**config.mk**
```make
export PLATFORM = sky130hd
export DESIGN_NAME = cpu_multicycle
export DESIGN_NICKNAME = d
export VERILOG_FILES = /design/src/rtl/cpu_multicycle.sv
export SDC_FILE = /design/constraint.sdc
export NUM_CORES = 1
export LEC_CHECK = 0
export ABC_AREA = 1
export CAP_MARGIN = 20
export CORE_ASPECT_RATIO = 0.75
export CORE_MARGIN = 2
export CORE_UTILIZATION = 40
export CTS_CLUSTER_SIZE = 16
export DETAILED_ROUTE_END_ITERATION = 10
export MAX_ROUTING_LAYER = met4
export SLEW_MARGIN = 30
export SYNTH_ARGS = -nofsm -noshare
export SYNTH_HDL_FRONTEND = slang
export SYNTH_SLANG_ARGS = --single-unit
```
**constraint.sdc**
```tcl
create_clock -name clk -period 3 [get_ports clk]
set_input_delay 0.6 -clock clk [delete_from_list [all_inputs] [get_ports clk]]
set_output_delay 0.6 -clock clk [all_outputs]
set_load 0.005 [all_outputs]
```
**src/rtl/cpu_multicycle.sv**
```systemverilog
// cpu_multicycle: multicycle lvm-16 core, FETCH/EXEC/MEM sequencing over req/ack memory ports.
// Optional LVM_HALT_EN: JMP with [7:0]==8'hFF halts the core until reset.
module cpu_multicycle #(
    parameter int                WIDTH    = 16,
    parameter int                ADDR_W   = 16,
    parameter logic [ADDR_W-1:0] RESET_PC = '0
) (
    input  logic              clk,
    input  logic              reset,
    output logic              imem_req,
    output logic [ADDR_W-1:0] imem_addr,
    input  logic              imem_ack,
    input  logic [15:0]       imem_rdata,
    output logic              dmem_req,
    output logic              dmem_we,
    output logic [ADDR_W-1:0] dmem_addr,
    output logic [WIDTH-1:0]  dmem_wdata,
    input  logic              dmem_ack,
    input  logic [WIDTH-1:0]  dmem_rdata,
    output logic [ADDR_W-1:0] pc,
    output logic [WIDTH-1:0]  instret,
    output logic              halted
);
    // state   | meaning
    // S_FETCH | imem_req held until imem_ack, instruction latched
    // S_EXEC  | ALU/JMP retire; LOAD/STORE capture address and store data
    // S_MEM   | dmem_req held until dmem_ack, load writeback
    // S_HALT  | idle with no requests until reset
    typedef enum logic [1:0] {S_FETCH, S_EXEC, S_MEM, S_HALT} state_t;

    localparam logic [1:0] OP_JMP   = 2'b00;
    localparam logic [1:0] OP_STORE = 2'b10;
    localparam logic [1:0] OP_ALU   = 2'b11;

    state_t            state_q, state_d;
    logic [ADDR_W-1:0] pc_q, pc_d, daddr_q, daddr_d;
    logic [WIDTH-1:0]  instret_q, instret_d, wdata_q, wdata_d;
    logic [15:0]       ir_q, ir_d;
    logic [WIDTH-1:0]  gpr_q [4];
    logic [WIDTH-1:0]  gpr_d [4];
    logic              imem_req_q, imem_req_d, dmem_req_q, dmem_req_d, we_q, we_d;

    logic [1:0]        op, rd, rs1_idx, rs2_idx;
    logic [WIDTH-1:0]  rs1_val, rs2_val, alu_x, alu_y, alu_f, alu_out;
    logic [ADDR_W-1:0] pc_inc;
    logic              jmp_taken;
    logic              unused_ir;

    assign op        = ir_q[15:14];
    assign rd        = ir_q[13:12];
    assign rs1_idx   = ir_q[11:10];
    assign rs2_idx   = ir_q[9:8];
    assign rs1_val   = (rs1_idx == 2'd0) ? '0 : gpr_q[rs1_idx];
    assign rs2_val   = (rs2_idx == 2'd0) ? '0 : gpr_q[rs2_idx];
    assign pc_inc    = pc_q + ADDR_W'(1);
    assign unused_ir = ^ir_q[1:0];

    always_comb begin
        alu_x = ir_q[7] ? '0 : rs1_val;
        if (ir_q[6]) alu_x = ~alu_x;
        alu_y = ir_q[5] ? '0 : rs2_val;
        if (ir_q[4]) alu_y = ~alu_y;
        alu_f   = ir_q[3] ? (alu_x + alu_y) : (alu_x & alu_y);
        alu_out = ir_q[2] ? ~alu_f : alu_f;
    end

    always_comb begin
        case (rd)
            2'b00:   jmp_taken = 1'b1;
            2'b01:   jmp_taken = (rs2_val == '0);
            2'b10:   jmp_taken = rs2_val[WIDTH-1];
            default: jmp_taken = (rs2_val != '0) && !rs2_val[WIDTH-1];
        endcase
    end

`ifdef LVM_HALT_EN
    logic halted_q, halted_d;
    assign halted = halted_q;
`else
    assign halted = 1'b0;
`endif

    always_comb begin
        state_d    = state_q;
        pc_d       = pc_q;
        ir_d       = ir_q;
        gpr_d      = gpr_q;
        instret_d  = instret_q;
        daddr_d    = daddr_q;
        wdata_d    = wdata_q;
        we_d       = we_q;
        imem_req_d = imem_req_q;
        dmem_req_d = dmem_req_q;
`ifdef LVM_HALT_EN
        halted_d   = halted_q;
`endif
        case (state_q)
            S_FETCH: begin
                // Request is registered, so an ack is only honoured once the request is visible.
                imem_req_d = 1'b1;
                if (imem_req_q && imem_ack) begin
                    ir_d       = imem_rdata;
                    imem_req_d = 1'b0;
                    state_d    = S_EXEC;
                end
            end
            S_EXEC: begin
                case (op)
                    OP_ALU: begin
                        gpr_d[rd]  = alu_out;
                        pc_d       = pc_inc;
                        instret_d  = instret_q + WIDTH'(1);
                        imem_req_d = 1'b1;
                        state_d    = S_FETCH;
                    end
                    OP_JMP: begin
`ifdef LVM_HALT_EN
                        if (ir_q[7:0] == 8'hFF) begin
                            instret_d = instret_q + WIDTH'(1);
                            halted_d  = 1'b1;
                            state_d   = S_HALT;
                        end else
`endif
                        begin
                            pc_d       = jmp_taken ? rs1_val[ADDR_W-1:0] : pc_inc;
                            instret_d  = instret_q + WIDTH'(1);
                            imem_req_d = 1'b1;
                            state_d    = S_FETCH;
                        end
                    end
                    default: begin
                        daddr_d    = rs1_val[ADDR_W-1:0];
                        wdata_d    = rs2_val;
                        we_d       = (op == OP_STORE);
                        dmem_req_d = 1'b1;
                        state_d    = S_MEM;
                    end
                endcase
            end
            S_MEM: begin
                if (dmem_req_q && dmem_ack) begin
                    if (!we_q) gpr_d[rd] = dmem_rdata;
                    we_d       = 1'b0;
                    dmem_req_d = 1'b0;
                    pc_d       = pc_inc;
                    instret_d  = instret_q + WIDTH'(1);
                    imem_req_d = 1'b1;
                    state_d    = S_FETCH;
                end
            end
            default: ;
        endcase
        gpr_d[0] = '0;
    end

    always_ff @(posedge clk or negedge reset) begin
        if (!reset) begin
            state_q    <= S_FETCH;
            pc_q       <= RESET_PC;
            ir_q       <= '0;
            gpr_q      <= '{default: '0};
            instret_q  <= '0;
            daddr_q    <= '0;
            wdata_q    <= '0;
            we_q       <= 1'b0;
            imem_req_q <= 1'b0;
            dmem_req_q <= 1'b0;
`ifdef LVM_HALT_EN
            halted_q   <= 1'b0;
`endif
        end else begin
            state_q    <= state_d;
            pc_q       <= pc_d;
            ir_q       <= ir_d;
            gpr_q      <= gpr_d;
            instret_q  <= instret_d;
            daddr_q    <= daddr_d;
            wdata_q    <= wdata_d;
            we_q       <= we_d;
            imem_req_q <= imem_req_d;
            dmem_req_q <= dmem_req_d;
`ifdef LVM_HALT_EN
            halted_q   <= halted_d;
`endif
        end
    end

    assign imem_req   = imem_req_q;
    assign imem_addr  = pc_q;
    assign dmem_req   = dmem_req_q;
    assign dmem_we    = we_q;
    assign dmem_addr  = daddr_q;
    assign dmem_wdata = wdata_q;
    assign pc         = pc_q;
    assign instret    = instret_q;

endmodule

```
==> impl_metrics.json <==
{
  "regArea_sq_mm": 0.00328,
  "tns_ns": 0,
  "cts_tree": "built",
  "wl_met1_um": 13600,
  "slew_violations": 0,
  "ios": 120,
  "grt_util_all_layers": 0.257,
  "vias": 8388,
  "clkTransAtPathRegs_ns": 0.06,
  "wl_met3_um": 2010,
  "worstSetupEndpointType": "flop",
  "ys.flop_type": "dfrtp_1",
  "antenna_found_initial": 0,
  "required_ns": 3.32,
  "layout-drive-gt1-share": 0.197,
  "fin_util": 0.564,
  "powerDensity_mw_per_mm2": 349,
  "setup.worst_path.start": "ir_q[10]",
  "setup_violations": 0,
  "critPathMaxStageDelay_ns": 0.45,
  "p_leak_nw": 5.88,
  "drc": 0,
  "highest_layer": "met4",
  "synth-seq-cells": 131,
  "grt_pass1_wl_um": 41300,
  "final_cell_area_sq_mm": 0.0115,
  "place_ws_ns": -0.147,
  "max-slew-margin-rel": 0.500,
  "initial_utilization": 0.411,
  "multi_input_area_sq_mm": 0.00478,
  "final_cells": 1675,
  "setup_ws_ns": 0.0636,
  "period_needed_ns": 2.94,
  "routabilityCongestion": 0.990,
  "r2r-start": "ir_q[10]",
  "hpwl_um": 20500,
  "area_delta_synth_final_pct": 37.1,
  "cts_max_path_buffers": 2,
  "dpl.cell_count": 1621,
  "std_cell_rows": 45,
  "io_buffers": 116,
  "syn_area_sq_mm": 0.00840,
  "grt_pass1_vias": 7249,
  "synth-edff-count": 0,
  "cts_max_level": 4,
  "holdCritPathClass": "input port to async pin",
  "syn_nets": 1246,
  "critPathMostFrequentCell": "nand2_1",
  "hold_viol": 0,
  "drtIter0Drc": 787,
  "num-nets-final": 1442,
  "numCtsBuffers": 17,
  "die-height_um": 130,
  "insertion_delay_ns": 0.44,
  "postRouteAntennaNets": 0,
  "met2_length_um": 11300,
  "core_area_sq_mm": 0.0204,
  "start_kind": "flop",
  "avgSynthCellArea_sq_um": 7.10,
  "clockRootBuffer": "clkbuf_16",
  "synth_warnings": 0,
  "dieArea_sq_mm": 0.0222,
  "tightest_slew_ns": 0.746,
  "place_area_sq_mm": 0.0104,
  "wl_per_cell_um": 16.3,
  "critical_path_class": "flop to flop",
  "power.total_mw": 4.03,
  "routed_wl_um": 27400,
  "fmax_mhz": 341,
  "crit_path_cell_trace": "buf_12, o21ai_1, nor2_1, a31oi_2, nor2_1, xor2_1, ha_4, nand2_2, nand2_2, a21oi_2, buf_4, buf_4, nand3_1, nand3_1, nand2_1, nand2_1, nand3_4, nand2_1, nand2_1",
  "rsz0062_at_grt": "true",
  "ys_seq_area_frac": 0.390,
  "cpMaxStageDelayCell": "dfrtp_2",
  "die_x_um": 171,
  "period_share": 0.979,
  "crit_fanout": 22,
  "netlist_instances": 1184,
  "whs_ns": 0.134,
  "cts_num_sinks": 131,
  "grt_max_degree": 68,
  "ir_worst_vdd_v": 0.000280,
  "synthArstFlopShare": 1.00,
  "vias_per_cell": 5.01,
  "num_antenna_cells": 0,
  "overflow": 0,
  "synthDistinctLibCells": 39,
  "outcome": "finished, final reports clean",
  "fillerInstances": 1955,
  "arrival_ns": 3.25,
  "cap_violations": 0,
  "drt_first_pass_iters": 7,
  "finClkSkew_ns": 0.0134
}
-- layer usage --
layer / GRT usage / vias up
met2: 0.346 / 303
met4: 0.0703 / 0
met3: 0.0541 / 28
met1: 0.384 / 3898
met5: - / -
li1: - / 4159
-- Yosys cell counts (4+ instances only) --
cell | count | area, sq um
a21oi_1 | 26 | 130
a31oi_1 | 12 | 75.1
a32oi_1 | 4 | 35.0
buf_4 | 20 | 150
buf_6 | 6 | 67.6
clkbuf_1 | 38 | 143
dfrtp_1 | 131 | 3280
ha_1 | 25 | 313
inv_1 | 74 | 278
mux2_2 | 5 | 56.3
nand2_1 | 399 | 1500
nand3_1 | 114 | 571
nand4_1 | 6 | 37.5
nor2_1 | 133 | 499
nor3_1 | 7 | 35.0
o21ai_0 | 79 | 395
or2_2 | 5 | 31.3
xnor2_1 | 12 | 105
xor2_1 | 54 | 473
-- state kept, by name, indices dropped and copies added (netlist names) --
| signal | cells |
|---|---|
| dmem_req | 1 |
| ir_q | 14 |
| gpr_q | 48 |
| imem_addr | 16 |
| state_q | 2 |
| dmem_wdata | 16 |
| instret | 16 |
| dmem_addr | 16 |
| imem_req | 1 |
| dmem_we | 1 |
-- cells by family (layout without fill, tap and decap cells) --
logic type               Yosys count  in the layout  synth area share
AND/OR/NAND/NOR                  672            672             0.327
XOR/XNOR                          66             66            0.0688
other                              1              1          0.000446
buffers and inverters            149            358            0.0816
AO/OA/AOI/OAI                    133            133            0.0850
adder cells (fa/ha/maj)           26             26            0.0396
flip-flops                       131            131             0.390
multiplexers                       6              6           0.00789
-- report_power, final --
part           leakage, nW  switching, mW  internal (mW)
Combinational         3.89         0.0540         0.0470
Sequential            1.70              0           1.77
Clock                0.288          0.888           1.27
-- critical path, delay by kind of cell (launching register included) --
family,cells,cell delay [ns]
compound gates,3,0.48
xor+xnor,1,0.32
fa+ha+maj,1,0.28
buf+inv,3,0.40
flops,1,0.45
simple gates,11,0.89
-- cells in the final DEF (no fill, tap or decap), types with 3 or more instances in the layout --
cell type and count:
clkbuf_16 17, nand4_1 6, inv_2 8, buf_12 3, xor2_1 52, nand2_2 30
a31oi_2 8, nand3_2 14, clkinvlp_4 3, o21ai_1 11, o21ai_2 3, nor2_2 12
nor3_2 3, nand3_1 99, mux2_2 5, xnor2_1 12, buf_4 124, dfrtp_1 130
nor2_1 123, a31oi_1 4, o21a_1 3, a32oi_2 3, or2_2 5, buf_6 4
inv_6 5, nor3_1 5, a21oi_1 18, inv_1 69, clkdlybuf4s50_1 115, a21oi_2 8
nand2_1 370, ha_1 23, o21ai_0 68
-- path summary, 6_finish.rpt --
path                                 endpoint  slack (ns)  cells past startpoint
worst max register to register       gpr_q[9]        0.06                     19
max in group asynchronous            ir_q[10]        2.14                      2
worst min-delay path            dmem_wdata[3]        0.13                      1
min in group clk                  instret[15]        0.48                      1
worst max-delay path                 gpr_q[9]        0.06                     19
worst min register to register    instret[15]        0.48                      1
-- layout make-up --
cell class	count	share of cell area
sequential	131	0.285
clock buffer	18	0.0381
clock inverter	14	0.0144
inverter	79	0.0262
multi-input combinational	904	0.415
tap	282	0.0306
timing repair buffer	247	0.191
-- timing repair --
action	in CTS	in global routing
buffers inserted	0	22
setup endpoints to repair	30	42
resized for setup	10	102
hold buffers	0	0
pin swaps	0	29
Note: power is estimated with default switching activity, not from simulation.
